===== src/rtl/vg_state_seq.sv =====
// Vector-generator state sequencer: fetches one- and two-word instructions from
// vector memory, runs a small return stack, and issues one-cycle datapath strobes.
module vg_state_seq #(
    parameter int SP_W = 2
) (
    input  logic        clk_12MHz,
    input  logic        rst_n,
    input  logic        state_clk_en,
    input  logic        vg_go,
    input  logic        vg_reset,
    input  logic        draw_done,
    input  logic [15:0] vmem_data,
    output logic [12:0] vmem_addr,
    output logic [3:0]  curr_state,
    output logic        curr_state2,
    output logic        curr_state3,
    output logic        VMEM_not,
    output logic        halt,
    output logic [15:0] word0,
    output logic [15:0] word1,
    output logic        ld_stat,
    output logic        ld_scal,
    output logic        ld_cntr,
    output logic        draw_start
);

    typedef enum logic [3:0] {
        ST_IDLE   = 4'b0001,
        ST_FETCH0 = 4'b1000,
        ST_FETCH1 = 4'b1001,
        ST_DRAW   = 4'b1100
    } state_e;

    state_e            state_q, state_d;
    logic [12:0]       pc_q, pc_d;
    logic [SP_W-1:0]   sp_q, sp_d;
    logic              halt_q, halt_d;
    logic              go_pending_q, go_pending_d;
    logic              vmem_n_q, vmem_n_d;
    logic [15:0]       word0_q, word0_d;
    logic [15:0]       word1_q, word1_d;
    // strobe bits: {ld_stat, ld_scal, ld_cntr, draw_start}
    logic [3:0]        strobe_q, strobe_d;

    logic [12:0]       stack_q [0:(2**SP_W)-1];
    logic              stack_we_s;
    logic [12:0]       stack_wdata_s;
    logic [SP_W-1:0]   rts_idx_s;
    logic [2:0]        op_s;
    logic              start_s;

    // Next-state, program counter, stack and strobe decode.
    always_comb begin
        state_d       = state_q;
        pc_d          = pc_q;
        sp_d          = sp_q;
        halt_d        = halt_q;
        word0_d       = word0_q;
        word1_d       = word1_q;
        strobe_d      = 4'b0000;
        stack_we_s    = 1'b0;
        stack_wdata_s = pc_q + 13'd1;
        rts_idx_s     = sp_q - SP_W'(1);
        op_s          = vmem_data[15:13];
        start_s       = 1'b0;

        if (state_clk_en) begin
            case (state_q)
                ST_IDLE: begin
                    if (go_pending_q) begin
                        pc_d    = 13'd0;
                        sp_d    = '0;
                        halt_d  = 1'b0;
                        state_d = ST_FETCH0;
                        start_s = 1'b1;
                    end else begin
                        state_d = ST_IDLE;
                    end
                end
                ST_FETCH0: begin
                    word0_d = vmem_data;
                    case (op_s)
                        3'b000: begin
                            pc_d    = pc_q + 13'd1;
                            state_d = ST_FETCH1;
                        end
                        3'b001: begin
                            pc_d    = pc_q + 13'd1;
                            halt_d  = 1'b1;
                            state_d = ST_IDLE;
                        end
                        3'b010: begin
                            pc_d        = pc_q + 13'd1;
                            strobe_d[0] = 1'b1;
                            state_d     = ST_DRAW;
                        end
                        3'b011: begin
                            pc_d = pc_q + 13'd1;
                            if (vmem_data[12]) begin
                                strobe_d[2] = 1'b1;
                            end else begin
                                strobe_d[3] = 1'b1;
                            end
                        end
                        3'b100: begin
                            pc_d        = pc_q + 13'd1;
                            strobe_d[1] = 1'b1;
                        end
                        3'b101: begin
                            stack_we_s = 1'b1;
                            sp_d       = sp_q + SP_W'(1);
                            pc_d       = vmem_data[12:0];
                        end
                        3'b110: begin
                            sp_d = rts_idx_s;
                            pc_d = stack_q[rts_idx_s];
                        end
                        3'b111: begin
                            pc_d = vmem_data[12:0];
                        end
                        default: begin
                            state_d = ST_IDLE;
                        end
                    endcase
                end
                ST_FETCH1: begin
                    word1_d     = vmem_data;
                    pc_d        = pc_q + 13'd1;
                    strobe_d[0] = 1'b1;
                    state_d     = ST_DRAW;
                end
                ST_DRAW: begin
                    if (draw_done) begin
                        state_d = ST_FETCH0;
                    end else begin
                        state_d = ST_DRAW;
                    end
                end
                default: begin
                    state_d = ST_IDLE;
                end
            endcase
        end else begin
            state_d = state_q;
        end

        // A start consumes the pending request; vg_go is latched on any other clock.
        if (start_s) begin
            go_pending_d = 1'b0;
        end else begin
            go_pending_d = go_pending_q | vg_go;
        end

        // CPU reset strobe behaves exactly like rst_n and wins over everything else.
        if (vg_reset) begin
            state_d      = ST_IDLE;
            pc_d         = 13'd0;
            sp_d         = '0;
            halt_d       = 1'b1;
            go_pending_d = 1'b0;
            word0_d      = 16'd0;
            word1_d      = 16'd0;
            strobe_d     = 4'b0000;
            stack_we_s   = 1'b0;
        end else begin
            stack_we_s   = stack_we_s;
        end

        vmem_n_d = !((state_d == ST_FETCH0) || (state_d == ST_FETCH1));
    end

    // Control and datapath registers with synchronous active-low reset.
    always_ff @(posedge clk_12MHz) begin
        if (!rst_n) begin
            state_q      <= ST_IDLE;
            pc_q         <= 13'd0;
            sp_q         <= '0;
            halt_q       <= 1'b1;
            go_pending_q <= 1'b0;
            vmem_n_q     <= 1'b1;
            word0_q      <= 16'd0;
            word1_q      <= 16'd0;
            strobe_q     <= 4'b0000;
        end else begin
            state_q      <= state_d;
            pc_q         <= pc_d;
            sp_q         <= sp_d;
            halt_q       <= halt_d;
            go_pending_q <= go_pending_d;
            vmem_n_q     <= vmem_n_d;
            word0_q      <= word0_d;
            word1_q      <= word1_d;
            strobe_q     <= strobe_d;
        end
    end

    // Return-address stack; contents are intentionally not reset.
    always_ff @(posedge clk_12MHz) begin
        if (rst_n && stack_we_s) begin
            stack_q[sp_q] <= stack_wdata_s;
        end
    end

    assign vmem_addr   = pc_q;
    assign curr_state  = state_q;
    assign curr_state2 = state_q[2];
    assign curr_state3 = state_q[3];
    assign VMEM_not    = vmem_n_q;
    assign halt        = halt_q;
    assign word0       = word0_q;
    assign word1       = word1_q;
    assign ld_stat     = strobe_q[3];
    assign ld_scal     = strobe_q[2];
    assign ld_cntr     = strobe_q[1];
    assign draw_start  = strobe_q[0];

endmodule


===== config.mk =====
export PLATFORM = sky130hd
export DESIGN_NAME = vg_state_seq
export DESIGN_NICKNAME = d
export VERILOG_FILES = /design/src/rtl/vg_state_seq.sv
export SDC_FILE = /design/constraint.sdc
export NUM_CORES = 1
export LEC_CHECK = 0
export CAP_MARGIN = 20
export CORE_ASPECT_RATIO = 0.8
export CORE_MARGIN = 3
export CORE_UTILIZATION = 53
export DETAILED_ROUTE_END_ITERATION = 12
export GPL_TIMING_DRIVEN = 0
export PLACE_DENSITY = 0.79
export SYNTH_ARGS = -nofsm -noshare
export SYNTH_HDL_FRONTEND = slang
export SYNTH_SLANG_ARGS = --single-unit

===== constraint.sdc =====
create_clock -name clk_12MHz -period 3.8 [get_ports clk_12MHz]
set_clock_uncertainty 0.2 [all_clocks]
set_input_delay 0.95 -clock clk_12MHz [delete_from_list [all_inputs] [get_ports clk_12MHz]]
set_output_delay 0.95 -clock clk_12MHz [all_outputs]
set_load 0.1 [all_outputs]

After elaboration in Yosys (flattened, before gate mapping)
Memories as Yosys holds them, arrays and structs flattened.
Cells that the tools add are included.
{ "word_totals": {"ff_bits": 58, "mem_bits_rw": 52, "out_inout_bits": 57, "wordCells": 83, "n_memories": 1} }
{ "memory_table": {"columns": ["memory", "depth", "width", "read_ports", "rd_clocked_by_memory_dff", "write_ports", "line_no", "rtl"], "rows": [
  ["stack_q", 4, 13, 1, 0, 1, "45", "logic [12:0] stack_q [0:(2**SP_W)-1];"]
]} }
{ "classes": {"n_addsub": 3, "n_eq_ne": 16, "n_mux": 29, "bitwise": 5, "n_reduce_logical": 18} }
{ "ops": {"columns": ["cell", "count"], "rows": [
  ["$pmux W13 S3", 2],
  ["$eq A4 B4 Y1 const B", 5],
  ["$pmux W4 S4", 1],
  ["$mux W1", 15],
  ["$add A13 B1 Y13 const B", 1],
  ["$mux W13", 1],
  ["$eq A3 B3 Y1 const B", 4],
  ["$mux W4", 3],
  ["$pmux W4 S3", 1],
  ["$reduce_or A5 Y1", 2],
  ["$pmux W2 S2", 2],
  ["$reduce_and A4 Y1", 2],
  ["$eq A3 B2 Y1 const B", 2],
  ["$reduce_or A3 Y1", 2],
  ["$eq A4 B1 Y1 const B", 1],
  ["$not A1 Y1", 4],
  ["$pmux W1 S2", 2],
  ["$reduce_and A2 Y1", 2],
  ["$reduce_or A2 Y1", 2],
  ["$reduce_or A4 Y1", 1],
  ["$eq A3 B1 Y1 const B", 1],
  ["$logic_not A3 Y1", 1],
  ["$mux W3", 1],
  ["$ne A3 B1 Y1 const B", 1],
  ["12 further kinds", 12]
]} }

Depth between registers and ports, before layout
Gate-level depths: netlist of the first run.
{ "depth": {"ltp_word": 8, "mapped_depth": 11} }

Worst setup path before layout of the first run
No wires, ideal clock.
{ "synth_path": {"path_type": "register -> register", "startpoint": "register sp_q[0]", "endpoint": "register pc_q[7] (netlist: vmem_addr[7])", "setup_time_ps": 120, "arrival_time_ps": 2466, "slack_ps": 1013, "stages_incl_launch_ff": 12, "path_buffers": 4, "synth_period_minus_slack_ps": 2787, "cell_sequence": "dfxtp_1 > buf_2 > buf_2 > inv_1 > ha_1 > clkbuf_1 > buf_2 > mux4_2 > a22oi_1 > nor2_1 > a211oi_1 > nor2_1"} }
{ "synth_between": {"elab_chain_len": 4} }
{ "synth_rtl": {"columns": ["element", "line_no", "rtl"], "rows": [
  ["start: declaration", "36", "logic [SP_W-1:0] sp_q, sp_d;"],
  ["start signal: assignment", "187", "sp_q <= sp_d;"],
  ["$sub A2 B1 Y2", "63", "rts_idx_s = sp_q - SP_W'(1);"],
  ["$mem_v2 Z4 W13", null, null],
  ["$pmux W13 S3", "82", "case (op_s)"],
  ["$pmux W13 S3", "68", "case (state_q)"],
  ["end signal: assignment", "186", "pc_q <= pc_d;"],
  ["end: declaration", "35", "logic [12:0] pc_q, pc_d;"]
]} }
Every way passes these cells.
A chain may end at the register's enable or synchronous reset.

Worst setup path after layout of the first run
{ "layout_path": {"startpoint": "input rst_n", "endpoint": "memory stack_q[2][6], enable pin"} }
{ "layout_between": {"elab_chain_len": 3} }
{ "layout_rtl": {"columns": ["element", "line_no", "rtl"], "rows": [
  ["start: declaration", "7", "input logic rst_n,"],
  ["$logic_and A1 B1 Y1", "199", "if (rst_n && stack_we_s) begin"],
  ["$mux W1", "199", null],
  ["$mux W1 (not written as such)", "200", "stack_q[sp_q] <= stack_wdata_s;"],
  ["end: declaration", "45", null]
]} }
Every way passes these cells.

==> run_results.csv, run 1 <==
group,metric,value,unit
worst_setup_path,arrival,3.29,ns
pwr,finalPower,0.002356,W
clocking,post_cts_resize_count,0,
finish,design_area,0.006056,mm^2
worst_setup_path,start_kind,"input pin",
synthesis,post-synth-top-count-cell,"sky130_fd_sc_hd__dfxtp_1",
placement,placed_standard_cell_area,0.005744,mm^2
finish,multi_input_area,0.001934,mm^2
routing,initialDrtViolationCount,325,
grt,grt_pass1_wl,20170,um
hold_path,timing.hold.worst_path_depth,2,
synthesis,asyncSetResetFlopFracSynth,0,%
clocking,cts-buffers-inserted,9,
worst_setup_path,crit_path_largest_cell_delay,0.64,ns
clocking,clk-insertion-delay-late,0.35,ns
synthesis,synth_ff_type,"sky130_fd_sc_hd__dfxtp_1",
placement,io_buffers,78,
clocking,cts_tree,"built",
finish,register_area,0.002723,mm^2
worst_setup_path,rr_worst_depth,11,
sta,finalSetupViolCount,0,
routing,drc_errors,0,
finish,layout-drive-gt1-share,8.987,%
die,die-area,0.01029,mm^2
synthesis,synth-edff-count,52,
sta,rel_slew_slack,32.63,%
die,die_x,112.7,um
sta,period_needed,3.509,ns
synthesis,synthesis.nets,456,
sta,slew_viol_final,0,
worst_setup_path,top_family_by_delay_on_critical_path,"simple AND/OR/NAND/NOR gates",
synthesis,ys_seq_elements,110,
synthesis,synth_seq_area_share,56.45,%
worst_setup_path,worst-endpoint-required,3.58,ns
worst_setup_path,reg_to_reg_critical_path_endpoint,"vmem_addr[7]$_SDFFE_PP0P_",
pwr,powerDensity,389.0,mW/mm^2
routing,dr.pass1.iters,7,
sta,timing_worst_slew_pin_value,1.007,ns
worst_setup_path,cp_cell_sequence,"clkdlybuf4s50_1 > nor2b_1 > nand3_1 > nor2_1 > and2_1",
finish,final.fill_count,664,
synthesis,syn_area,0.004823,mm^2
finish,num-nets-final,545,
synthesis,yosysWarnings,0,
die,die-height,91.33,um
grt,grt_remaining_overflow,0,
synthesis,netlist_top_cells_area,"sky130_fd_sc_hd__edfxtp_1 (32%), sky130_fd_sc_hd__dfxtp_1 (24%), sky130_fd_sc_hd__mux4_2 (5.1%), sky130_fd_sc_hd__mux2i_1 (4.8%), sky130_fd_sc_hd__nand2_1 (3.6%)",
die,std_cell_rows,30,
routing,post_drt_wl_per_cell,20.47,um
pwr,ir_worst_vdd,263.0,uV
synthesis,yosysTopAreaCellShare,32.37,%
routing,avgViaCountPerCell,6.027,
clocking,cts_max_path_buffers,2,
die,ioPinCount,79,
synthesis,synth_commonest_cells,"sky130_fd_sc_hd__dfxtp_1 (58), sky130_fd_sc_hd__edfxtp_1 (52), sky130_fd_sc_hd__nand2_1 (46)",
placement,place_congestion,0.9585,
worst_setup_path,r2r_start,"sp_q[0]$_SDFFE_PP0P_",
clocking,cts.htree.levels,3,
worst_setup_path,worst-path-buf-inv,1,
sta,finalCritPeriodShare,92.35,%
routing,met2WireLength,6023,um
pwr,static-leakage-power,1.937,nW
hold_path,type_of_the_tightest_min_delay_check,"reg -> reg",
finish,area.growth.synth_to_final,25.55,%
worst_setup_path,setup.worst_path.class,"in -> reg",
worst_setup_path,critical_path.slowest_cell,"sky130_fd_sc_hd__and2_1",
job,max_cap_violations,0,
sta,unrepaired_setup_endpoints_after_global_routing,"false",
sta,fin_worst_hold_slack,0.2599,ns
clocking,cts.hold.buffers_added,0,
finish,antenna_cells,0,
sta,final_hold_viol_count,0,
hold_path,min_to,"word0[14]$_SDFFE_PP0P_",
grt,grt_pass1_vias,3682,
grt,pin_count_of_the_biggest_net_entering_global_routing,21,
worst_setup_path,cp_max_fo,13,
placement,dpl.hpwl,9401,um
routing,route.layer.met1.wl,5556,um
run_status,outcome,"finished, final reports clean",
sta,max_clock_freq,285.0,MHz
clocking,root_buffer,"sky130_fd_sc_hd__clkbuf_16",
routing,antenna_violating_nets_post_route,0,
clocking,clock_sink_count,110,
synthesis,post_synth.cell_area_avg,11.24,um^2
routing,dr.max_layer_used,"met4",
clocking,cts_post_setup_buffers_inserted,0,
clocking,clkTransAtPathRegs,0.07,ns
die,core-area,0.008671,mm^2
die,starting_density,55.63,%
synthesis,synth_cells,429,
worst_setup_path,setup.worst_path.end_class,"flip-flop",
routing,met3_wirelength,1146,um
sta,final_setup_tns,0,ns
grt,grt_antenna_before_repair,0,
synthesis,synth_largest_area_cell,"sky130_fd_sc_hd__edfxtp_1",
synthesis,number_of_different_library_cells_in_the_post_synthesis_netlist,57,
hold_path,hp-start,"word0[14]$_SDFFE_PP0P_",
routing,drt-total-wl,13000,um
worst_setup_path,reg2reg_slack,0.43,ns
grt,track_usage,25.36,%
routing,route.vias.total,3827,
## sequential cells by signal, indices dropped and copies added, names as in the netlist
register,cells
VMEM_not,1
strobe_q,4
vmem_addr,13
word0,16
stack_q,52
sp_q,2
halt,1
curr_state,4
go_pending_q,1
word1,16
## cells in the final DEF, fill, tap and decap left out, types with 4 or more instances in the layout
cell                              instances
sky130_fd_sc_hd__a211oi_1                 4
sky130_fd_sc_hd__mux2i_1                 23
sky130_fd_sc_hd__inv_1                    7
sky130_fd_sc_hd__clkbuf_16                9
sky130_fd_sc_hd__dfxtp_1                 58
sky130_fd_sc_hd__and2_1                   6
sky130_fd_sc_hd__nand3_1                  9
sky130_fd_sc_hd__xor2_1                   5
sky130_fd_sc_hd__o21ai_0                 16
sky130_fd_sc_hd__ha_1                     5
sky130_fd_sc_hd__nand2b_1                 4
sky130_fd_sc_hd__clkdlybuf4s50_1         78
sky130_fd_sc_hd__edfxtp_1                52
sky130_fd_sc_hd__xnor2_1                  7
sky130_fd_sc_hd__nor2_1                  39
sky130_fd_sc_hd__buf_2                   10
sky130_fd_sc_hd__nand4_1                  4
sky130_fd_sc_hd__nand3b_1                 6
sky130_fd_sc_hd__a22oi_1                  6
sky130_fd_sc_hd__a21oi_1                 33
sky130_fd_sc_hd__mux4_2                  11
sky130_fd_sc_hd__clkbuf_1                15
sky130_fd_sc_hd__nor3_1                   5
sky130_fd_sc_hd__nand2_1                 46
## routing by layer
layer | up-vias | GRT usage (%)
met4 | 0 | 8.809
met3 | 29 | 5.263
met5 | - | 0
met2 | 203 | 37.57
met1 | 1841 | 37.07
li1 | 1754 | -
## cell families (layout without fill, tap and decap cells)
family	count (synthesis)	count (layout)	synth area share, %
AO/OA/AOI/OAI	88	88	11.78
XOR/XNOR	12	12	2.179
adder cells (fa/ha/maj)	5	5	1.297
buffers and inverters	38	132	3.450
flip-flops	110	110	56.45
multiplexers	34	34	9.909
AND/OR/NAND/NOR	142	142	14.94
## worst max path at each step
| stage | slack (ns) | cells after the start | from | to |
|---|---|---|---|---|
| 2_1_floorplan | 1.01 | 11 | sp_q[0]$_SDFFE_PP0P_ | vmem_addr[7]$_SDFFE_PP0P_ |
| 4_1_cts | 0.32 | 5 | rst_n | stack_q[2][6]$_DFFE_PP_ |
| 3_3_place_gp | 0.07 | 5 | rst_n | stack_q[2][3]$_DFFE_PP_ |
| 5_1_grt | 0.06 | 11 | sp_q[0]$_SDFFE_PP0P_ | vmem_addr[7]$_SDFFE_PP0P_ |
| 6_report | 0.29 | 5 | rst_n | stack_q[2][6]$_DFFE_PP_ |
| 3_5_place_dp | -0.0009 | 5 | rst_n | stack_q[2][7]$_DFFE_PP_ |
## report_power, final
part / switching (W) / internal (W)
Combinational: 0.0000891 / 0.0000463
Sequential: 0.00000396 / 0.00123
Clock: 0.000456 / 0.000527
## through the flow
stage	util [%]	setup WS, ns	std cells
finish	69.84	0.2907	635
global route	69.84	0.05903	635
CTS	69.84	0.3161	635
detailed placement	66.25	-0.0008715	619
global placement	66.25	0.06730	619
floorplan	-	1.013	429
## worst min-delay path, delay by kind of cell, from the launching register on
kind	cells	cell delay [ns]
flip-flops	1	0.31
AND/OR/NAND/NOR	1	0.05
AO/OA/AOI/OAI	1	0.05
## final cells by class
type,instances,share of cell area (%)
Multi-Input combinational cell,281,31.94
Timing Repair Buffer,78,12.89
Tap cell,112,2.314
Sequential cell,110,44.96
Buffer,31,2.314
Clock buffer,9,3.719
Inverter,7,0.4339
Clock inverter,7,1.426
(Power assumes the default switching activity.)
==> run 2: changes to the inputs <==
--- a/config.mk
+++ b/config.mk
@@ -9,6 +9,7 @@
 export CORE_ASPECT_RATIO = 0.8
 export CORE_MARGIN = 3
 export CORE_UTILIZATION = 53
+export CTS_CLUSTER_SIZE = 14
 export DETAILED_ROUTE_END_ITERATION = 12
 export GPL_TIMING_DRIVEN = 0
 export PLACE_DENSITY = 0.79
==> results of run 2 <==
Final layout, timing and power as in run 1 (identical DEF).
